===== config.mk =====
export PLATFORM = sky130hd
export DESIGN_NAME = sdram_aref_sched
export DESIGN_NICKNAME = d
export VERILOG_FILES = /design/src/rtl/sdram_aref_sched.sv
export SDC_FILE = /design/constraint.sdc
export NUM_CORES = 1
export LEC_CHECK = 0
export ABC_CLOCK_PERIOD_IN_PS = 2600
export BUFFER_PORTS_ARGS = -buffer_cell sky130_fd_sc_hd__buf_2
export CAP_MARGIN = 10
export CELL_PAD_IN_SITES_DETAIL_PLACEMENT = 0
export CELL_PAD_IN_SITES_GLOBAL_PLACEMENT = 1
export CORE_ASPECT_RATIO = 0.8
export CORE_MARGIN = 4
export CORE_UTILIZATION = 42
export CTS_CLUSTER_DIAMETER = 100
export DETAILED_ROUTE_END_ITERATION = 8
export GPL_TIMING_DRIVEN = 0
export PLACE_DENSITY_LB_ADDON = 0.08
export SLEW_MARGIN = 20
export SYNTH_ARGS = -nofsm -noshare
export SYNTH_HDL_FRONTEND = slang
export SYNTH_SLANG_ARGS = --single-unit
export TNS_END_PERCENT = 30

===== constraint.sdc =====
create_clock -name clk -period 2.6 [get_ports clk]
set_input_delay 0.13 -clock clk [delete_from_list [all_inputs] [get_ports clk]]
set_output_delay 0.13 -clock clk [all_outputs]
set_load 0.01 [all_outputs]

===== src/rtl/sdram_aref_sched.sv =====
// sdram_aref_sched
// ----------------
// Auto-refresh scheduler for the SDRAM controller. An interval counter
// produces one refresh "tick" every REF_INTERVAL cycles while init_done is
// high. Each tick adds one owed refresh (debt), saturating at MAX_DEBT. A
// tick at saturation sets the sticky overflow flag. While debt is non-zero
// and the FSM is idle, the block requests the arbiter. On grant it issues
// PRECHARGE-ALL, waits tRP, then a burst of AUTO REFRESH commands spaced
// tRFC apart until all debt is paid, and then pulses aref_done.
//
// Handshake: aref_req is a registered request, high only in IDLE with
// debt != 0. aref_en is the grant. It is sampled only in a cycle where
// aref_req is high, and a sampled grant is final: aref_req drops one edge
// later and the burst cannot be refused or stalled. aref_en at any other
// time is ignored.
//
// Ports:
//   clk         system clock, rising edge
//   rst         synchronous active-high reset
//   init_done   power-up init complete (level); gates the interval counter
//   aref_en     arbiter grant
//   aref_req    refresh request to the arbiter (registered)
//   urgent      debt >= URGENT_THRESH (registered, valid in any state)
//   aref_done   one-cycle pulse when the burst completes
//   sdram_cmd   {CS_n,RAS_n,CAS_n,WE_n} (registered)
//   sdram_addr  command address (registered)
//   debt        owed refresh count
//   overflow    sticky, a slot expired while debt was MAX_DEBT
//   dbg_state   current FSM state, for observation only
module sdram_aref_sched #(
  parameter int REF_INTERVAL  = 390,
  parameter int MAX_DEBT      = 8,
  parameter int URGENT_THRESH = 6,
  parameter int TRP_CYC       = 2,
  parameter int TRFC_CYC      = 4,
  parameter int ADDR_W        = 13
) (
  input  logic              clk,
  input  logic              rst,
  input  logic              init_done,
  input  logic              aref_en,
  output logic              aref_req,
  output logic              urgent,
  output logic              aref_done,
  output logic [3:0]        sdram_cmd,
  output logic [ADDR_W-1:0] sdram_addr,
  output logic [3:0]        debt,
  output logic              overflow,
  output logic [2:0]        dbg_state
);

  typedef enum logic [2:0] {
    S_IDLE     = 3'd0,
    S_PRE      = 3'd1,
    S_WAIT_RP  = 3'd2,
    S_AREF     = 3'd3,
    S_WAIT_RFC = 3'd4,
    S_DONE     = 3'd5
  } state_t;

  localparam logic [3:0] CMD_NOP  = 4'b0111;
  localparam logic [3:0] CMD_PRE  = 4'b0010;
  localparam logic [3:0] CMD_AREF = 4'b0001;

  localparam int CNT_W    = (REF_INTERVAL > 1) ? $clog2(REF_INTERVAL) : 1;
  localparam int WAIT_MAX = (TRP_CYC > TRFC_CYC) ? TRP_CYC : TRFC_CYC;
  localparam int WAIT_W   = (WAIT_MAX > 2) ? $clog2(WAIT_MAX) : 1;

  localparam logic [CNT_W-1:0]  CNT_LAST  = CNT_W'(REF_INTERVAL - 1);
  // Wait counters hold "extra cycles remaining": a wait state lasting N
  // cycles is loaded with N-1 and left when the counter reads zero.
  localparam logic [WAIT_W-1:0] RP_LOAD   = (TRP_CYC > 1) ? WAIT_W'(TRP_CYC - 2) : '0;
  localparam logic [WAIT_W-1:0] RFC_LOAD  = (TRFC_CYC > 1) ? WAIT_W'(TRFC_CYC - 2) : '0;
  localparam logic [3:0]        MAX_C     = 4'(MAX_DEBT);
  localparam logic [3:0]        URG_C     = 4'(URGENT_THRESH);
  // PRECHARGE-ALL: A10 high, all other address bits low.
  localparam logic [ADDR_W-1:0] ADDR_PALL = ADDR_W'(1024);

  state_t              state_q, state_d;
  logic [WAIT_W-1:0]   wait_q, wait_d;
  logic [CNT_W-1:0]    cnt_q, cnt_d;
  logic [3:0]          debt_q, debt_d;
  logic                overflow_q, overflow_d;
  logic                aref_req_q, aref_req_d;
  logic                urgent_q, urgent_d;
  logic                aref_done_q, aref_done_d;
  logic [3:0]          cmd_q, cmd_d;
  logic [ADDR_W-1:0]   addr_q, addr_d;

  logic                tick;
  logic                dec;

  // Interval counter: held at zero while init is incomplete.
  always_comb begin
    tick  = init_done && (cnt_q == CNT_LAST);
    cnt_d = cnt_q + CNT_W'(1);
    if (!init_done || tick) begin
      cnt_d = '0;
    end
  end

  // Debt bookkeeping. A tick and an AREF in the same cycle cancel, and that
  // case cannot overflow because nothing is added net.
  always_comb begin
    dec        = (state_q == S_AREF) && (debt_q != 4'd0);
    debt_d     = debt_q;
    overflow_d = overflow_q;
    if (tick && !dec) begin
      if (debt_q >= MAX_C) begin
        overflow_d = 1'b1;
      end else begin
        debt_d = debt_q + 4'd1;
      end
    end else if (!tick && dec) begin
      debt_d = debt_q - 4'd1;
    end
  end

  // Next-state logic.
  always_comb begin
    state_d = state_q;
    wait_d  = wait_q;
    case (state_q)
      S_IDLE: begin
        if (aref_req_q && aref_en) begin
          state_d = S_PRE;
        end
      end
      S_PRE: begin
        if (TRP_CYC > 1) begin
          state_d = S_WAIT_RP;
          wait_d  = RP_LOAD;
        end else begin
          state_d = S_AREF;
        end
      end
      S_WAIT_RP: begin
        if (wait_q == '0) begin
          state_d = S_AREF;
        end else begin
          wait_d = wait_q - WAIT_W'(1);
        end
      end
      S_AREF: begin
        if (TRFC_CYC > 1) begin
          state_d = S_WAIT_RFC;
          wait_d  = RFC_LOAD;
        end else begin
          // No spacing state: decide on the post-decrement debt directly.
          state_d = (debt_d != 4'd0) ? S_AREF : S_DONE;
        end
      end
      S_WAIT_RFC: begin
        if (wait_q == '0) begin
          // debt_q already includes the last decrement and any ticks that
          // arrived during the burst.
          state_d = (debt_q != 4'd0) ? S_AREF : S_DONE;
        end else begin
          wait_d = wait_q - WAIT_W'(1);
        end
      end
      S_DONE: begin
        state_d = S_IDLE;
      end
      default: begin
        state_d = S_IDLE;
      end
    endcase
  end

  // Registered outputs are derived from the current state, so each command
  // appears one edge after the FSM enters the state that issues it.
  always_comb begin
    cmd_d  = CMD_NOP;
    addr_d = '0;
    case (state_q)
      S_PRE: begin
        cmd_d  = CMD_PRE;
        addr_d = ADDR_PALL;
      end
      S_AREF: begin
        cmd_d = CMD_AREF;
      end
      default: begin
        cmd_d = CMD_NOP;
      end
    endcase
    aref_done_d = (state_q == S_DONE);
    aref_req_d  = (state_q == S_IDLE) && (debt_q != 4'd0);
    urgent_d    = (debt_d >= URG_C);
  end

  always_ff @(posedge clk) begin
    if (rst) begin
      state_q     <= S_IDLE;
      wait_q      <= '0;
      cnt_q       <= '0;
      debt_q      <= 4'd0;
      overflow_q  <= 1'b0;
      aref_req_q  <= 1'b0;
      urgent_q    <= 1'b0;
      aref_done_q <= 1'b0;
      cmd_q       <= CMD_NOP;
      addr_q      <= '0;
    end else begin
      state_q     <= state_d;
      wait_q      <= wait_d;
      cnt_q       <= cnt_d;
      debt_q      <= debt_d;
      overflow_q  <= overflow_d;
      aref_req_q  <= aref_req_d;
      urgent_q    <= urgent_d;
      aref_done_q <= aref_done_d;
      cmd_q       <= cmd_d;
      addr_q      <= addr_d;
    end
  end

  assign aref_req   = aref_req_q;
  assign urgent     = urgent_q;
  assign aref_done  = aref_done_q;
  assign sdram_cmd  = cmd_q;
  assign sdram_addr = addr_q;
  assign debt       = debt_q;
  assign overflow   = overflow_q;
  assign dbg_state  = state_q;

endmodule


==> key figures <==
Final layout
  • Antenna cell count: 0
  • Multi-input logic area: 780.7 sq um
  • Register area: 520.5 sq um
  • Fill count: 300
  • Final Util: 52.56%
  • Fraction of layout cells with a size suffix above 1: 25.89%
  • Area delta synth->final: 16.81%
  • Layout net count: 207

STA
  • Min Tclk post-route: 2108 ps
  • Rel. slew slack: 59.12%
  • Tcrit/Tclk final: 81.09%
  • Final Max Slew Viols: 0
  • Post-Route Skew: 2.586 ps
  • Final WS setup: 491.6 ps
  • Final count of hold timing violations: 0
  • Setup violators final: 0
  • Worst Max-Slew Pin Slew: 611.9 ps
  • Fin Setup TNS: 0 ps
  • F_max: 0.4743 GHz
  • Unrepaired setup endpoints after global routing: false

Yosys
  • Mapped Area: 1429 sq um
  • Ys flop type: dfxtp_1
  • Synth unique cells: 47
  • Avg Inst Size Synth: 8.766 sq um
  • Post-Syn Instances: 163
  • Yosys reg bits: 26
  • Ys async rst share: 0%
  • Post-synth EDFFs: 0
  • Sequential fraction of the synthesis area: 36.43%
  • Synth warn: 0

Floorplan
  • Die Span Y: 60.17 um
  • Core Box Area: 3176 sq um
  • Cell Rows: 18
  • IO Count: 32
  • Starting Density: 45.00%
  • Die width: 73.21 um
  • DIE AREA: 4405 sq um

Place
  • Global placer's final weighted congestion: 0.8201
  • Dpl hpwl: 2083 um
  • I/O Buffers: 18
  • Pre-CTS WS: 613.3 ps

Clocking
  • Worst skew pair latency: 270 ps
  • # H-tree levels: 1
  • CTS tree: built
  • Post-CTS setup buffer count: 0
  • Clk slew on worst S/H paths: 90 ps
  • Clk buf depth: 2
  • CTS Buf Count: 3
  • Clock sinks: 26
  • Hold buffer count at CTS: 0
  • Post-CTS sizing: 0
  • Root Driver: clkbuf_8

Power and ir drop
  • PD cells: 439.6 nW/um^2
  • LEAKAGE: 0.0007154 uW
  • VDD IR-drop max: 0.0003628 V
  • Tot Pwr: 733.7 uW

GRT
  • First-pass GRT wire length: 4692 um
  • Largest net degree at the start of global routing: 15
  • Global Route Usage Sum: 13.46%
  • Initial antenna violation count: 0
  • Vias in the first global route: 1053
  • Gr ovfl total: 0

Worst setup path
  • CP max FO: 8
  • CP Capture Type: flop
  • Reg2reg setup slack: 490 ps
  • CP Class: reg2reg
  • Worst EP required: 2760 ps
  • Worst EP arrival: 2270 ps
  • Setup crit start kind: flop

Drt
  • Vias/cell: 5.042
  • Routed length on met3: 192 um
  • Top routing layer in use: met4
  • Met1 WL: 1454 um
  • DRC: 0
  • WL met2: 1134 um
  • Final ANT Viol Nets: 0
  • Initial drt markers: 94
  • WL per Instance: 11.78 um
  • DR vias: 1195
  • Routed WL: 2793 um
  • DRT Pass-1 Iters: 6

Run
  • Max Cap Viol: 0

Status
  • Run status: finished, final reports clean

Min path
  • Hold Path Class: in2reg
## Yosys cell counts (all sizes together), types with 3 or more instances
library cell   n  area (sq um)
buf           15         120.1
nor3           3         15.01
and3           3         23.77
nand2          8         30.03
dfxtp         26         520.5
ha             5         62.56
clkbuf         5         18.77
nand2b         3         18.77
xor2           6         52.55
nor2          21         78.83
mux2i          3         30.03
inv            9         33.78
nand3          5         25.02
o21ai          6         30.03
a21oi          7         35.03
## registers in the layout, summed over array words and instances (netlist names)
signal      flops
aref_req        1
wait_q          2
cnt_q           9
aref_done       1
dbg_state       3
sdram_addr      1
sdram_cmd       3
debt            4
overflow        1
urgent          1
## report_power, final
group          internal, uW  leakage [uW]  switching (uW)  total [uW]
Combinational          27.9      0.000477            33.7        61.6
Sequential              402      0.000210            6.27         408
Clock                   135     0.0000288             128         264
Total                   566      0.000715             168         734
## metal layers
layer | up-vias | track usage (%)
li1 | 606 | -
met5 | - | 0
met3 | 2 | 4.034
met2 | 39 | 20.64
met1 | 548 | 18.79
met4 | 0 | 2.368
## critical path, cell delays in order, from the launching register on
cell      delay (ps)
dfxtp_1          390
inv_1            100
ha_1             170
nor3b_1          530
o21ai_0          170
mux2_2           290
mux2i_1          220
o21bai_1         110
## path summary, 6_finish.rpt
kind / end / start / cells after the start
worst max-delay path: urgent$_SDFF_PP0_ / debt[1]$_SDFF_PP0_ / 7
worst min-delay path: debt[3]$_SDFF_PP0_ / rst / 2
worst max register to register: urgent$_SDFF_PP0_ / debt[1]$_SDFF_PP0_ / 7
worst min register to register: overflow$_SDFFE_PP0P_ / overflow$_SDFFE_PP0P_ / 2
## per-stage QoR
stage / std cells / hold slack [ps] / instance area (sq um)
finish: 237 / 127.5 / 1669
global route: 237 / 124.5 / 1669
CTS: 237 / 117.4 / 1669
detailed placement: 233 / 405.9 / 1614
global placement: 233 / 394.7 / 1614
floorplan: 175 / 200.5 / 1474
## layout make-up
| class | instances | area share (%) |
|---|---|---|
| multi-input cells | 120 | 46.78 |
| clock buffers | 4 | 3.298 |
| repair buffers | 18 | 5.397 |
| plain buffers | 20 | 8.321 |
| inverters | 9 | 2.024 |
| well taps | 40 | 2.999 |
| flip-flops and latches | 26 | 31.18 |
## cells in the final DEF (no fill, tap or decap), drive strengths merged, types with 2 or more instances in the layout
master	count
buf	33
dfxtp	26
nor2	21
conb	13
inv	9
clkbuf	9
nand2	8
a21oi	7
o21ai	6
xor2	6
nand3	5
ha	5
mux2i	3
nand2b	3
nor3	3
and3	3
or3b	2
nor3b	2
nand3b	2
nor2b	2
xnor2	2
a2111oi	2
a211oi	2
nand4	2
and4b	2
nor4b	2
a31oi	2
## kinds of logic (layout without fill, tap and decap cells)
group	Yosys count	in the layout	synth area share (%)
AOI/OAI and AO/OA	27	27	13.05
xor gates and xnor gates	8	8	4.904
adders and majority gates	5	5	4.378
buffers and inverters	29	51	12.08
DFF	26	26	36.43
muxes	4	4	2.890
other	1	13	0.2624
and+or+nand+nor	63	63	26.01
Power figures use the tool's default switching activity.
